### src/rtl/spi_pkg.sv
// Shared SPI link constants and the initiator's state encoding.
// Pure declarations: no logic, no latency.
// Used by both the initiator and the byte receiver on the same link.
package spi_pkg;

  // Bits per serial word, sent MSB first
  localparam int SPI_BITS = 8;

  // Receiver needs at least two clk cycles per spi_clk level
  localparam int MIN_HALF_DIV = 2;
  localparam int MAX_HALF_DIV = 255;

  // Minimum spi_ss-high time between frames, in clk cycles
  localparam int MIN_GAP_CYC = 2;
  localparam int MAX_GAP_CYC = 256;

  // Initiator FSM states
  typedef enum logic [2:0] {
    ST_IDLE  = 3'd0,
    ST_LOW   = 3'd1,
    ST_HIGH  = 3'd2,
    ST_STALL = 3'd3,
    ST_TRAIL = 3'd4,
    ST_GAP   = 3'd5
  } spi_state_t;

  // Down-counter reload for an interval of 'cycles' clk cycles
  function automatic logic [7:0] reload_val(input int cycles);
    return 8'(cycles - 1);
  endfunction

endpackage

### src/rtl/spi_clk_div.sv
// Interval timer: down-counter reloaded by load, expire while it sits at zero.
// An interval loaded with N-1 lasts exactly N cycles until expire.
// No backpressure; the caller reloads on expire to chain intervals.
module spi_clk_div (
  input  logic       clk,
  input  logic       rstn,
  input  logic       load,
  input  logic [7:0] load_val,
  output logic       expire
);

  logic [7:0] cnt;

  // Count down toward zero; a load restarts the interval
  always_ff @(posedge clk) begin
    if (!rstn) begin
      cnt <= 8'd0;
    end else if (load) begin
      cnt <= load_val;
    end else if (cnt != 8'd0) begin
      cnt <= cnt - 8'd1;
    end
  end

  assign expire = (cnt == 8'd0);

endmodule

### src/rtl/spi_master_tx.sv
// SPI mode-0 initiator: bytes from a valid/ready stream leave MSB first on mosi.
// spi_ss falls 2 cycles after accept; one byte per 16*HALF_DIV cycles in a burst.
// One-entry holding register; tx_ready drops while it is full, no capture then.
module spi_master_tx #(
  parameter int HALF_DIV = 4,
  parameter int GAP_CYC  = 8
) (
  input  logic       clk,
  input  logic       rstn,
  input  logic [7:0] tx_data,
  input  logic       tx_valid,
  input  logic       tx_last,
  output logic       tx_ready,
  output logic       spi_clk,
  output logic       mosi,
  output logic       spi_ss,
  output logic       busy,
  output logic       byte_done
);

  import spi_pkg::*;

  // Reject parameter values the receiver cannot follow
  if (HALF_DIV < MIN_HALF_DIV || HALF_DIV > MAX_HALF_DIV) begin : g_bad_half_div
    $error("spi_master_tx: HALF_DIV out of range");
  end
  if (GAP_CYC < MIN_GAP_CYC || GAP_CYC > MAX_GAP_CYC) begin : g_bad_gap_cyc
    $error("spi_master_tx: GAP_CYC out of range");
  end

  localparam logic [2:0] LAST_BIT    = 3'(SPI_BITS - 1);
  localparam logic [7:0] HALF_RELOAD = reload_val(HALF_DIV);
  localparam logic [7:0] GAP_RELOAD  = reload_val(GAP_CYC);

  spi_state_t state;
  logic       hold_valid;
  logic [7:0] hold_data;
  logic       hold_last;
  logic [7:0] shift;
  logic       cur_last;
  logic [2:0] bit_cnt;
  logic       accept;
  logic       take;
  logic       div_load;
  logic [7:0] div_val;
  logic       expire;

  assign accept = tx_valid & tx_ready;

  spi_clk_div u_div (
    .clk      (clk),
    .rstn     (rstn),
    .load     (div_load),
    .load_val (div_val),
    .expire   (expire)
  );

  // Decide when the held byte moves to the shifter and when the timer restarts
  always_comb begin
    take     = 1'b0;
    div_load = 1'b0;
    div_val  = (state == ST_TRAIL) ? GAP_RELOAD : HALF_RELOAD;
    case (state)
      ST_IDLE, ST_STALL: begin
        take     = hold_valid;
        div_load = hold_valid;
      end
      ST_HIGH: begin
        take     = hold_valid && expire && (bit_cnt == LAST_BIT) && !cur_last;
        div_load = expire;
      end
      ST_LOW, ST_TRAIL, ST_GAP: begin
        div_load = expire;
      end
      default: begin
        take     = 1'b0;
        div_load = 1'b0;
      end
    endcase
  end

  // One-entry holding register; tx_ready is the registered inverse of its fill
  always_ff @(posedge clk) begin
    if (!rstn) begin
      hold_valid <= 1'b0;
      hold_data  <= 8'd0;
      hold_last  <= 1'b0;
      tx_ready   <= 1'b1;
    end else begin
      if (accept) begin
        hold_data <= tx_data;
        hold_last <= tx_last;
      end
      hold_valid <= accept | (hold_valid & ~take);
      tx_ready   <= ~(accept | (hold_valid & ~take));
    end
  end

  // Link sequencer: half-period phases, byte chaining, trailing low and gap
  always_ff @(posedge clk) begin
    if (!rstn) begin
      state     <= ST_IDLE;
      spi_ss    <= 1'b1;
      spi_clk   <= 1'b0;
      mosi      <= 1'b0;
      busy      <= 1'b0;
      byte_done <= 1'b0;
      shift     <= 8'd0;
      cur_last  <= 1'b0;
      bit_cnt   <= 3'd0;
    end else begin
      byte_done <= 1'b0;
      case (state)
        ST_IDLE: begin
          if (hold_valid) begin
            spi_ss   <= 1'b0;
            busy     <= 1'b1;
            shift    <= hold_data;
            cur_last <= hold_last;
            mosi     <= hold_data[7];
            bit_cnt  <= 3'd0;
            state    <= ST_LOW;
          end
        end
        ST_LOW: begin
          if (expire) begin
            spi_clk <= 1'b1;
            state   <= ST_HIGH;
          end
        end
        ST_HIGH: begin
          if (expire) begin
            spi_clk <= 1'b0;
            if (bit_cnt != LAST_BIT) begin
              bit_cnt <= bit_cnt + 3'd1;
              shift   <= {shift[6:0], 1'b0};
              mosi    <= shift[6];
              state   <= ST_LOW;
            end else begin
              byte_done <= 1'b1;
              if (cur_last) begin
                state <= ST_TRAIL;
              end else if (hold_valid) begin
                shift    <= hold_data;
                cur_last <= hold_last;
                mosi     <= hold_data[7];
                bit_cnt  <= 3'd0;
                state    <= ST_LOW;
              end else begin
                state <= ST_STALL;
              end
            end
          end
        end
        ST_STALL: begin
          if (hold_valid) begin
            shift    <= hold_data;
            cur_last <= hold_last;
            mosi     <= hold_data[7];
            bit_cnt  <= 3'd0;
            state    <= ST_LOW;
          end
        end
        ST_TRAIL: begin
          if (expire) begin
            spi_ss <= 1'b1;
            mosi   <= 1'b0;
            state  <= ST_GAP;
          end
        end
        ST_GAP: begin
          if (expire) begin
            busy  <= 1'b0;
            state <= ST_IDLE;
          end
        end
        default: state <= ST_IDLE;
      endcase
    end
  end

endmodule

### config.mk
export PLATFORM = sky130hd
export DESIGN_NAME = spi_master_tx
export DESIGN_NICKNAME = d
export VERILOG_FILES = /design/src/rtl/spi_pkg.sv /design/src/rtl/spi_clk_div.sv /design/src/rtl/spi_master_tx.sv
export SDC_FILE = /design/constraint.sdc
export NUM_CORES = 1
export LEC_CHECK = 0
export ABC_AREA = 1
export CAP_MARGIN = 10
export CORE_MARGIN = 5
export CORE_UTILIZATION = 60
export CTS_CLUSTER_SIZE = 20
export DETAILED_ROUTE_END_ITERATION = 8
export PLACE_DENSITY = 0.82
export SLEW_MARGIN = 0
export SYNTH_ARGS = -nofsm -noshare
export SYNTH_HDL_FRONTEND = slang
export SYNTH_SLANG_ARGS = --single-unit
### constraint.sdc
create_clock -name clk -period 4 [get_ports clk]
set_input_delay 1.2 -clock clk [delete_from_list [all_inputs] [get_ports clk]]
set_output_delay 1.2 -clock clk [all_outputs]
set_load 0.01 [all_outputs]
* Yosys cells after proc, flatten, opt, wreduce, memory -nomap -nowiden *
Cells that the tools add are included.

operators by class
  order comparisons = 0
  divide/modulo/power cells = 0
  multiply operators = 0
  mux-type cells = 43
  reductions and logical operators = 23
  shift operators = 0
  bitwise gates (word level) = 5
  equal/unequal tests = 15
  $add $sub $neg = 2

operators with widths
  operator                                                                number
  8-bit 2-to-1 mux                                                        6
  3-bit 2-to-1 mux                                                        12
  8-bit case mux with 2 select lines                                      1
  3-bit case mux with 5 select lines                                      1
  3-bit AND reduction                                                     5
  1-bit 2-to-1 mux                                                        14
  2-bit != test (second input constant)                                   6
  1-bit case mux with 2 select lines                                      6
  2-bit nonzero test                                                      5
  3-bit equality test (second input constant)                             3
  8-bit logical NOT                                                       1
  4-bit AND reduction                                                     2
  8-bit nonzero test                                                      1
  8-bit by 1-bit subtractor with 8-bit output (second input constant)     1
  3-bit by 2-bit equality test with 1-bit output (second input constant)  2
  3-bit != test (second input constant)                                   2
  3-bit case mux with 2 select lines                                      1
  5-bit AND reduction                                                     1
  4-bit OR reduction                                                      1
  3-bit by 1-bit adder with 3-bit output (second input constant)          1
  3-bit by 1-bit equality test with 1-bit output (second input constant)  1
  1-bit logical AND                                                       3
  3-bit logical NOT                                                       1
  1-bit case mux with 3 select lines                                      1
  other kinds (8)                                                         10

storage, ports and cells
  memories = 0
  flip-flop bits (word level) = 39
  bits in latches = 0
  bits in writable memories = 0
  memory bits (read-only) = 0

* Longest topological paths before layout *
  depth after elaboration = 9
  mapped depth = 10
  gate-level depth less buffers = 10

* Cells and area by module *
Synthesis repeated with hierarchy kept, for this count alone.

unflattened totals
  cells, all modules = 310
  area total of the unflattened synthesis = 2084.5 um^2

by module, submodules not included
  module         instances  area each (um^2)  cells each
  spi_master_tx  1          1606.5            240
  spi_clk_div    1          478.0             70

* Worst setup path before layout *
Ideal clock, no wire load.

  path type = input-to-reg
  start = in tx_valid
  end = reg hold_valid
  required time = 3891 ps
  path buffers = 1
  cell stages on the path = 5
  arrival = 1669 ps
  setup slack = 2222 ps
  cells stage by stage = nand2_1 -> clkbuf_1 -> nand2_1 -> nand2_1 -> inv_2

between the ends
  longest elaborated chain between the ends = 2

RTL lines
  what                    line                 source
  start: declaration      spi_master_tx.sv:11  input logic tx_valid,
  1-bit AND               spi_master_tx.sv:48  assign accept = tx_valid & tx_ready;
  1-bit bitwise OR        spi_master_tx.sv:94  hold_valid <= accept | (hold_valid & ~take);
  end signal: assignment  spi_master_tx.sv:94
  end: declaration        spi_master_tx.sv:36  logic hold_valid;

Every way passes these cells.
A chain may end at the register's enable or synchronous reset.

* Worst setup path in the final report *
  start = reg mosi
  end = out mosi

RTL lines
  what                      line                  source
  start: declaration        spi_master_tx.sv:15   output logic mosi,
  start signal: assignment  spi_master_tx.sv:120  mosi <= hold_data[7];
  start signal: assignment  spi_master_tx.sv:137  mosi <= shift[6];
  start signal: assignment  spi_master_tx.sv:146  mosi <= hold_data[7];

No word-level cell between the ends.

==> metrics.md <==
| Metric | Value |
|---|---|
| Synthesized area | `2110 um^2` |
| Drt pass-1 iters | `4` |
| Clock transition at path regs | `100 ps` |
| Initial antenna violation count | `0` |
| Nets@finish | `354` |
| Clock H-tree levels | `2` |
| Critical path data arrival time | `1250 ps` |
| PD cells | `657 nW/um^2` |
| Longest Clk Path Bufs | `2` |
| Outcome | `finished clean` |
| Yosys synthesis warning count | `0` |
| Clk_skew | `11.1 ps` |
| Ant diodes | `0` |
| Largest net degree at the start of global routing | `23` |
| Buf/Inv on CP | `1` |
| Slowest CP cell | `clkdlybuf4s50_1` |
| Latest clock arrival within the worst-skew pair | `350 ps` |
| Finish-stage setup viols | `0` |
| Die height | `69.3 um` |
| Max-slew violations | `0` |
| FP Rows | `21` |
| Worst slew margin relative to its limit | `0.512` |
| TritonCTS Buffers | `5` |
| Full die area | `4800 um^2` |
| CP peak stage delay | `550 ps` |
| Fmax | `0.408 GHz` |
| Fin Setup TNS | `0 ps` |
| Post-synth EDFFs | `0` |
| Grt ovf | `0` |
| Post-CTS Setup Bufs | `0` |
| DP Wirelength | `3.16 mm` |
| Syn Nets | `340` |
| CTS Hold Buffers Added | `0` |
| Crit-path max FO | `3` |
| Final wirelength | `4.48 mm` |
| FF+latch count, synth | `38` |
| Core ar. | `3360 um^2` |
| Crit path capture type | `primary output` |
| Sequential share of the synthesized area | `0.360` |
| Area delta synth->final | `11.0%` |
| I/O pin count | `18` |
| Layout cells sized above 1 | `0.115` |
| PortBufs | `17` |
| Worst setup SP type | `flop` |
| GRT Util Overall | `0.195` |
| LEAKAGE | `1.00 nW` |
| Synth Instances | `324` |
| GPL Wtd Cong | `0.887` |
| Die W | `69.3 um` |
| Final period utilization | `0.613` |
| Most frequent cells in the layout | `103 x nand2_1, 42 x nor2_1, 38 x dfxtp_1, 25 x o21ai_0` |
| Initial core utilization | `0.628` |
| Count of different cell masters after synthesis | `29` |
| Number of instances resized during post-cts repair | `0` |
| HP Class | `flop to flop` |
| RSZ-0062 raised after global routing | `false` |
| Vias in the first global route | `1791` |
| Number of DRC violations after detailed-routing iteration 0 | `122` |
| Most used DFF post-synth | `dfxtp_1` |
| Async set-reset flop share out of synthesis | `0` |
| CP Class | `flop to primary output` |
| DR vias/cell | `5.22` |
| First-pass GRT wire length | `7.78 mm` |
| Max VDD drop | `0.000408 V` |
| Fin. Hold Viols | `0` |
| Routed length per placed instance | `11.6 um` |
| CP Cell Sequence | `clkdlybuf4s50_1` |
| Clock sink count | `38` |
| Root Buffer | `clkbuf_4` |
| Synth Area per Inst | `6.51 um^2` |
| Setup ws final | `1550 ps` |
| CTS tree | `built` |
| Tmin final | `2450 ps` |
| Via count | `2011` |
| Commonest non-fill, non-tap cell in the layout | `nand2_1` |
| Drt drc | `0` |
| Worst-margin pin slew | `731 ps` |
| CP top delay family | `buffers and inverters` |
| ANT nets after route | `0` |
| Worst Path Required | `2800 ps` |
| Setup WS pre-CTS | `1190 ps` |
| Max cap viols | `0` |
flip-flops by register name, indices dropped and copies added, names as in the netlist:
signal,count
bit_cnt,3
busy,1
byte_done,1
cur_last,1
hold_data,8
hold_last,1
hold_valid,1
mosi,1
shift,7
spi_clk,1
spi_ss,1
state,3
tx_ready,1
u_div.cnt,8
final timing paths:
| check | cells past startpoint | from | to | slack (ps) |
|---|---|---|---|---|
| setup / recovery | 1 | mosi | mosi | 1550 |
| hold / removal | 2 | hold_data[7] | hold_data[7] | 460 |
| setup reg to reg | 9 | bit_cnt[0] | shift[5] | 1860 |
| hold reg to reg | 2 | hold_data[7] | hold_data[7] | 460 |
through the flow:
stage	instances	total power [mW]	hold WS, ps	cell area [um^2]	utilization
after floorplan	324	1.17	429	2110	-
after global placement	377	1.32	450	2280	0.679
after detailed placement	377	1.33	455	2280	0.679
after CTS	385	1.54	472	2340	0.697
after global routing	385	1.68	491	2340	0.697
final	385	1.54	463	2340	0.697
power by group:
group          switching, mW  leakage (nW)  internal, mW  total [mW]
registers             0.0676         0.312         0.461       0.528
clock network          0.127        0.0353        0.0852       0.212
logic                  0.518         0.655         0.283       0.800
cell usage after synthesis (5+ instances only):
master	instances	area [um^2]
nand2_1	103	387
nor2_1	42	158
dfxtp_1	38	761
o21ai_0	25	125
a21oi_1	18	90.1
inv_1	18	67.6
inv_2	13	48.8
nand3_1	13	65.1
o21ai_1	7	35.0
xor2_1	6	52.6
clkbuf_1	5	18.8
nor2_2	5	31.3
cells by family after synthesis:
group                    after synthesis  share of synthesized area
AND/OR/NAND/NOR                      179                      0.368
AO/OA/AOI/OAI                         54                      0.135
buffers and inverters                 42                     0.0842
flip-flops                            38                      0.360
XOR/XNOR                               6                     0.0249
adder cells (fa/ha/maj)                4                     0.0237
multiplexers                           1                    0.00474
routing by layer:
metal,wire (um),global-route usage,vias to the layer above
li1,-,-,1054
met1,2010,0.229,897
met2,2140,0.333,50
met3,247,0.0478,10
met4,82,0.0889,0
met5,0,0,-
area by class of cell:
cell class / count / area (um^2)
Multi-Input combinational cell: 244 / 1170
Fill cell: 317 / 1020
Sequential cell: 38 / 761
Timing Repair Buffer: 17 / 170
Inverter: 32 / 123
Tap cell: 46 / 57.6
Clock buffer: 7 / 55.1
Clock inverter: 1 / 5.00
No activity file was read; power rests on OpenSTA's default activity.
